**src/rtl/audio_tdm_tx_driver.sv**
```systemverilog
// I2S/TDM serial DAC transmitter with a one-frame handshaked buffer, running on the falling edge of the codec bit clock.
// Define AUD_TX_UNDERRUN_CNT_EN to add the saturating o_underrun_cnt output.
module audio_tdm_tx_driver #(
  parameter int AUD_BIT_DEPTH = 24,
  parameter int SLOT_WIDTH    = 32,
  parameter int NUM_CH        = 2,
  parameter int DATA_DELAY    = 1,
  parameter int FS_EDGE       = 0
) (
  input  logic                            iAUDB_CLK,
  input  logic                            reset_reg_N,
  input  logic                            iAUD_DACLRCK,
  input  logic                            i2s_enable,
  input  logic [NUM_CH*AUD_BIT_DEPTH-1:0] i_sample_data,
  input  logic                            i_sample_valid,
  output logic                            o_sample_ready,
  output logic                            oAUD_DACDAT,
  output logic                            o_underrun,
  output logic                            o_sync_err
`ifdef AUD_TX_UNDERRUN_CNT_EN
  ,
  output logic [15:0]                     o_underrun_cnt
`endif
);

  localparam int FRAME_BITS = NUM_CH * SLOT_WIDTH;
  localparam int DATA_W     = NUM_CH * AUD_BIT_DEPTH;
  localparam int MAX_CNT    = FRAME_BITS + DATA_DELAY;
  localparam int CNT_W      = $clog2(MAX_CNT + 2);
  localparam int POS_W      = CNT_W + 1;
  localparam bit HALF_CHECK = (NUM_CH == 2) && (FS_EDGE == 0);

  logic                  lrck_dly;
  logic                  en_s1;
  logic                  en_s2;
  logic                  en_active;
  logic                  seen_frame;
  logic                  buf_full;
  logic [DATA_W-1:0]     buf_data;
  logic [FRAME_BITS-1:0] shift_reg;
  logic [CNT_W-1:0]      count;

  logic                  rise;
  logic                  fall;
  logic                  frame_edge;
  logic                  opp_edge;
  logic                  accept;
  logic [CNT_W-1:0]      count_inc;
  logic [CNT_W-1:0]      next_count;
  logic signed [POS_W-1:0] pos;
  logic                  consume;
  logic                  en_active_next;
  logic                  underrun_next;
  logic                  sync_err_next;
  logic [DATA_W-1:0]     load_data;
  logic [FRAME_BITS-1:0] shift_pre;

  // Lay the frame out in wire order (ch0 MSB first, pad bits after each sample) so the
  // serialiser only ever shifts out the top bit.
  function automatic logic [FRAME_BITS-1:0] format_frame(input logic [DATA_W-1:0] d);
    logic [FRAME_BITS-1:0] f;
    f = '0;
    for (int c = 0; c < NUM_CH; c++) begin
      for (int b = 0; b < AUD_BIT_DEPTH; b++) begin
        f[FRAME_BITS-1-c*SLOT_WIDTH-b] = d[c*AUD_BIT_DEPTH+AUD_BIT_DEPTH-1-b];
      end
    end
    return f;
  endfunction

  assign rise           = iAUD_DACLRCK & ~lrck_dly;
  assign fall           = ~iAUD_DACLRCK & lrck_dly;
  assign frame_edge     = (FS_EDGE != 0) ? rise : fall;
  assign opp_edge       = (FS_EDGE != 0) ? fall : rise;
  assign accept         = i_sample_valid & ~buf_full;
  assign o_sample_ready = ~buf_full;
  assign count_inc      = count + CNT_W'(1);

  always_comb begin
    // NOTE: every output of this block is given a default first, so no path infers a latch.
    load_data  = '0;
    shift_pre  = shift_reg;
    next_count = (count == CNT_W'(MAX_CNT)) ? count : count_inc;
    if (buf_full) begin
      load_data = buf_data;
    end else if (i_sample_valid) begin
      load_data = i_sample_data;
    end
    if (frame_edge) begin
      shift_pre  = format_frame(load_data);
      next_count = '0;
    end
    // pos is the wire bit index this edge drives; negative during the data-delay gap.
    pos            = $signed({1'b0, next_count}) - $signed(POS_W'(DATA_DELAY));
    consume        = (pos >= 0) && (pos < $signed(POS_W'(FRAME_BITS)));
    en_active_next = en_s2 & (frame_edge | en_active);
    underrun_next  = frame_edge & ~buf_full & ~i_sample_valid;
    sync_err_next  = seen_frame &
                     ((frame_edge & (count_inc != CNT_W'(FRAME_BITS))) |
                      (HALF_CHECK & opp_edge & (count_inc != CNT_W'(SLOT_WIDTH))));
  end

  // NOTE: state registers use non-blocking assignments so every flop samples pre-edge values.
  always_ff @(negedge iAUDB_CLK or negedge reset_reg_N) begin
    if (!reset_reg_N) begin
      lrck_dly    <= 1'b0;
      en_s1       <= 1'b0;
      en_s2       <= 1'b0;
      en_active   <= 1'b0;
      seen_frame  <= 1'b0;
      buf_full    <= 1'b0;
      shift_reg   <= '0;
      count       <= '0;
      oAUD_DACDAT <= 1'b0;
      o_underrun  <= 1'b0;
      o_sync_err  <= 1'b0;
    end else begin
      lrck_dly    <= iAUD_DACLRCK;
      en_s1       <= i2s_enable;
      en_s2       <= en_s1;
      en_active   <= en_active_next;
      count       <= next_count;
      shift_reg   <= consume ? {shift_pre[FRAME_BITS-2:0], 1'b0} : shift_pre;
      oAUD_DACDAT <= en_active_next & consume & shift_pre[FRAME_BITS-1];
      o_underrun  <= underrun_next;
      o_sync_err  <= sync_err_next;
      if (frame_edge) begin
        seen_frame <= 1'b1;
        buf_full   <= 1'b0;
      end else if (accept) begin
        buf_full <= 1'b1;
      end
    end
  end

  // NOTE: the payload register has no reset; buf_full alone says whether it holds a frame.
  always_ff @(negedge iAUDB_CLK) begin
    if (accept && !frame_edge) begin
      buf_data <= i_sample_data;
    end
  end

`ifdef AUD_TX_UNDERRUN_CNT_EN
  always_ff @(negedge iAUDB_CLK or negedge reset_reg_N) begin
    if (!reset_reg_N) begin
      o_underrun_cnt <= '0;
    end else if (underrun_next && (o_underrun_cnt != 16'hFFFF)) begin
      o_underrun_cnt <= o_underrun_cnt + 16'd1;
    end
  end
`endif

endmodule

```
**config.mk**
```make
export PLATFORM = sky130hd
export DESIGN_NAME = audio_tdm_tx_driver
export DESIGN_NICKNAME = d
export VERILOG_FILES = /design/src/rtl/audio_tdm_tx_driver.sv
export SDC_FILE = /design/constraint.sdc
export NUM_CORES = 1
export LEC_CHECK = 0
export ABC_CLOCK_PERIOD_IN_PS = 4200
export BUFFER_PORTS_ARGS = -buffer_cell sky130_fd_sc_hd__buf_2
export CORE_ASPECT_RATIO = 1.25
export CORE_MARGIN = 2
export CORE_UTILIZATION = 24
export DETAILED_ROUTE_END_ITERATION = 6
export GPL_TIMING_DRIVEN = 1
export MAX_ROUTING_LAYER = met4
export SLEW_MARGIN = 15
export SYNTH_ARGS = -nofsm -noshare
export SYNTH_HDL_FRONTEND = slang
export SYNTH_SLANG_ARGS = --single-unit
export TNS_END_PERCENT = 30
```
**constraint.sdc**
```tcl
create_clock -name iAUDB_CLK -period 4.2 [get_ports iAUDB_CLK]
set_clock_uncertainty 0.05 [all_clocks]
set_input_delay 0.42 -clock iAUDB_CLK [delete_from_list [all_inputs] [get_ports iAUDB_CLK]]
set_output_delay 0.42 -clock iAUDB_CLK [all_outputs]
set_load 0.02 [all_outputs]
```
==> summary.txt <==
Outcome
  – Status: finished, final reports clean

Power
  – Overall Power: 4.339 mW
  – Logic gate share of total power: 0.199
  – Sequential share of power: 0.411
  – Leak pwr: 3.208 nW
  – Sw power: 1.283 mW
  – PwrDens: 627.6 nW/um^2
  – Switching share of power: 0.2958
  – Clock share of power: 0.390
  – Power Internal: 3.056 mW
  – IR drop worst, VDD: 254.5 uV

Critical path
  – Delay-heaviest family, CP: flip-flops
  – Critical path peak fanout: 2
  – Critical path's slowest cell: dfrtn_1
  – Critical Path Max Stage Delay: 410 ps
  – Crit Path Class: flip-flop to output pin
  – WP data arrival: 3110 ps
  – Buf/Inv on CP: 2
  – CP cell instances: inv_1 -> buf_2
  – CP Capture Type: output pin
  – Required time worst endpoint: 3730 ps
  – Crit start category: flip-flop

Logic synthesis
  – Adder-cell area share of the yosys netlist: 0.004448
  – Compound-cell area share of the yosys netlist: 0.1401
  – Top-area cell type share of the netlist area: 0.3559
  – Post-synth EDFFs: 48
  – Asr flop ratio synth: 0.6250
  – Distinct cells, synth: 47
  – Seq/Total Area, Yosys: 0.6121
  – Number of synthesized register bits: 128
  – XOR/XNOR share of the synthesized area: 0.007785
  – Post-Synthesis Cells: 412
  – Yosys warning count: 0
  – Syn Nets: 467
  – Simple-Gate Fraction of Synth Area: 0.06272
  – Mean Syn Cell Area: 13.65 um^2
  – Largest family of logic cells by synthesized area: compound AO/OA/AOI/OAI gates
  – Mapped Area: 5625 um^2
  – Post-synth top area cell: dfrtn_1
  – Top_reg_cell synth: dfrtn_1
  – Mux share of post-synthesis cell area: 0.1121
  – Top cells by area, synth: dfrtn_1, edfxtp_1, mux2i_1

Flow run
  – Max Cap Viol: 0

Timing
  – Hold slack: 257.4 ps
  – RSZ-0062 raised after global routing: no
  – Setup total negative slack: 0 ps
  – Worst-Margin Slew: 580.1 ps
  – Fin. max-slew vios: 0
  – # setup viols final: 0
  – Slew HR: 0.6133
  – Setup ws final: 617.7 ps
  – Hold Vio Cnt, Final: 0

Floorplan
  – Starting Density: 0.2442
  – # rows: 62
  – Ports: 57
  – Die span in x: 140.9 um
  – Die ar.: 24690 um^2
  – Core Region: 23040 um^2
  – Die height: 175.2 um

Layout
  – Fillcell total: 2283
  – Layout Nets: 568
  – Layout cells sized above 1: 0.2167
  – Area growth, synth to finish: 22.91%
  – Final Core Density: 0.3001
  – Largest register FFs: 64

Detailed routing
  – Initial drt markers: 256
  – Vias/cell: 4.607
  – Final Routed Wirelength: 12270 um
  – DRC violations left: 0
  – Detail Route Antenna Nets: 0
  – Wirelength per Cell: 15.06 um
  – Vias: 3755
  – Drt first pass iters: 4

Hold path
  – HP Class: flip-flop to flip-flop

Clock network
  – CTS Hold Bufs: 0
  – Clock tree buffer depth: 2
  – Post-CTS Setup Bufs: 0
  – CTS HTree Levels: 4
  – CTS tree: done
  – Num Clock Sinks: 128
  – Inserted Clock Buffers: 17
  – Worst-path clk slew: 40 ps
  – CTS root buf: clkbuf_16
  – Clock Latency Late Sink: 440 ps
  – Post-cts sizing count: 0

Placement
  – DP HPWL: 8153 um
  – Placement Setup Slack: 252.1 ps
  – I/O Buffers: 56
  – Final GP Congestion: 0.7687

Global routing
  – Vias in the first global route: 3965
  – Largest net degree at the start of global routing: 53
  – Global-route wire length before repair: 19750 um
  – Gr ovfl total: 0
  – Gr usage total: 0.1039
  – Initial antenna violation count: 1
## final timing paths
kind	cells past startpoint	to	from	slack [ps]
worst max-delay path	2	o_sample_ready	buf_full$_DFFE_NN0P_	620
worst min-delay path	0	en_s2$_DFF_NN0_	en_s1$_DFF_NN0_	260
worst max register to register	9	shift_reg[20]$_DFF_NN0_	count[1]$_DFF_NN0_	1240
worst min register to register	0	en_s2$_DFF_NN0_	en_s1$_DFF_NN0_	260
max in group asynchronous	2	shift_reg[38]$_DFF_NN0_	reset_reg_N	1520
min in group asynchronous	1	count[3]$_DFF_NN0_	reset_reg_N	1930
## metrics by stage
stage                     std cells  cell area, um^2
final                           815             6914
after global routing            815             6914
after CTS                       814             6912
after detailed placement        735             6117
after global placement          735             6117
after floorplan                 412             5628
## metal layers
metal / vias to the layer above / wire length, um / global-route usage / share of wire
li1: 1795 / - / - / -
met1: 1883 / 5403 / 0.1176 / 0.44
met2: 63 / 6295 / 0.1789 / 0.51
met3: 14 / 429 / 0.03069 / 0.035
met4: 0 / 145 / 0.02875 / 0.012
met5: - / 0 / - / 0
## kinds of logic (layout without fill, tap and decap cells)
family	after synthesis	count (layout)
xor+xnor	5	5
other cells	0	1
flops	128	128
buf+inv	38	152
simple gates	63	63
fa+ha+maj	2	2
compound gates	113	113
mux	63	63
## cell usage after synthesis (2+ instances only)
master and number:
ha_1 2, or3_2 2, a21oi_1 50, xor2_1 2
nand2_1 5, xnor2_1 3, and3_1 2, nand3_1 5
nor2_1 28, a221oi_1 47, nand4_1 2, o21ai_0 2
mux2i_1 63, buf_6 4, nand2b_1 2, nor3_1 2
a211oi_1 3, o21a_1 2, buf_12 4, inv_1 3
clkbuf_1 8, buf_4 2, dlygate4sd3_1 15, edfxtp_1 48
dfrtn_1 80, nor2b_1 2, buf_2 2, and2_1 3
## power groups by stage
stage	sequential (mW)	combinational [mW]	clock, mW
3_3_place_gp	1.78	0.835	0.0697
6_report	1.78	0.863	1.69
3_5_place_dp	1.80	0.869	0.0697
2_1_floorplan	1.73	0.771	0.0697
5_1_grt	1.82	0.957	1.82
4_1_cts	1.78	0.871	1.73
## cells in the final DEF (no fill, tap or decap), types with 5 or more instances in the layout
| cell type | netlist | layout |
|---|---|---|
| clkbuf_16 | 0 | 19 |
| nand2_1 | 5 | 5 |
| a221oi_1 | 47 | 47 |
| inv_1 | 3 | 50 |
| a21oi_1 | 50 | 50 |
| edfxtp_1 | 48 | 48 |
| buf_4 | 2 | 12 |
| nand3_1 | 5 | 5 |
| mux2i_1 | 63 | 63 |
| nor2_1 | 28 | 28 |
| inv_6 | 0 | 7 |
| buf_2 | 2 | 55 |
| dfrtn_1 | 80 | 80 |
## cell type report
class / instances / area [um^2] / area share
Antenna cell: 1 / 2.502 / 0.0003619
Clock buffer: 20 / 479.2 / 0.06931
Clock inverter: 60 / 319.1 / 0.04615
Inverter: 2 / 7.507 / 0.001086
Multi-Input combinational cell: 246 / 1877 / 0.2714
Sequential cell: 128 / 3443 / 0.4980
Tap cell: 288 / 360.3 / 0.05212
Timing Repair Buffer: 70 / 425.4 / 0.06153
No activity file was read; power rests on OpenSTA's default activity.
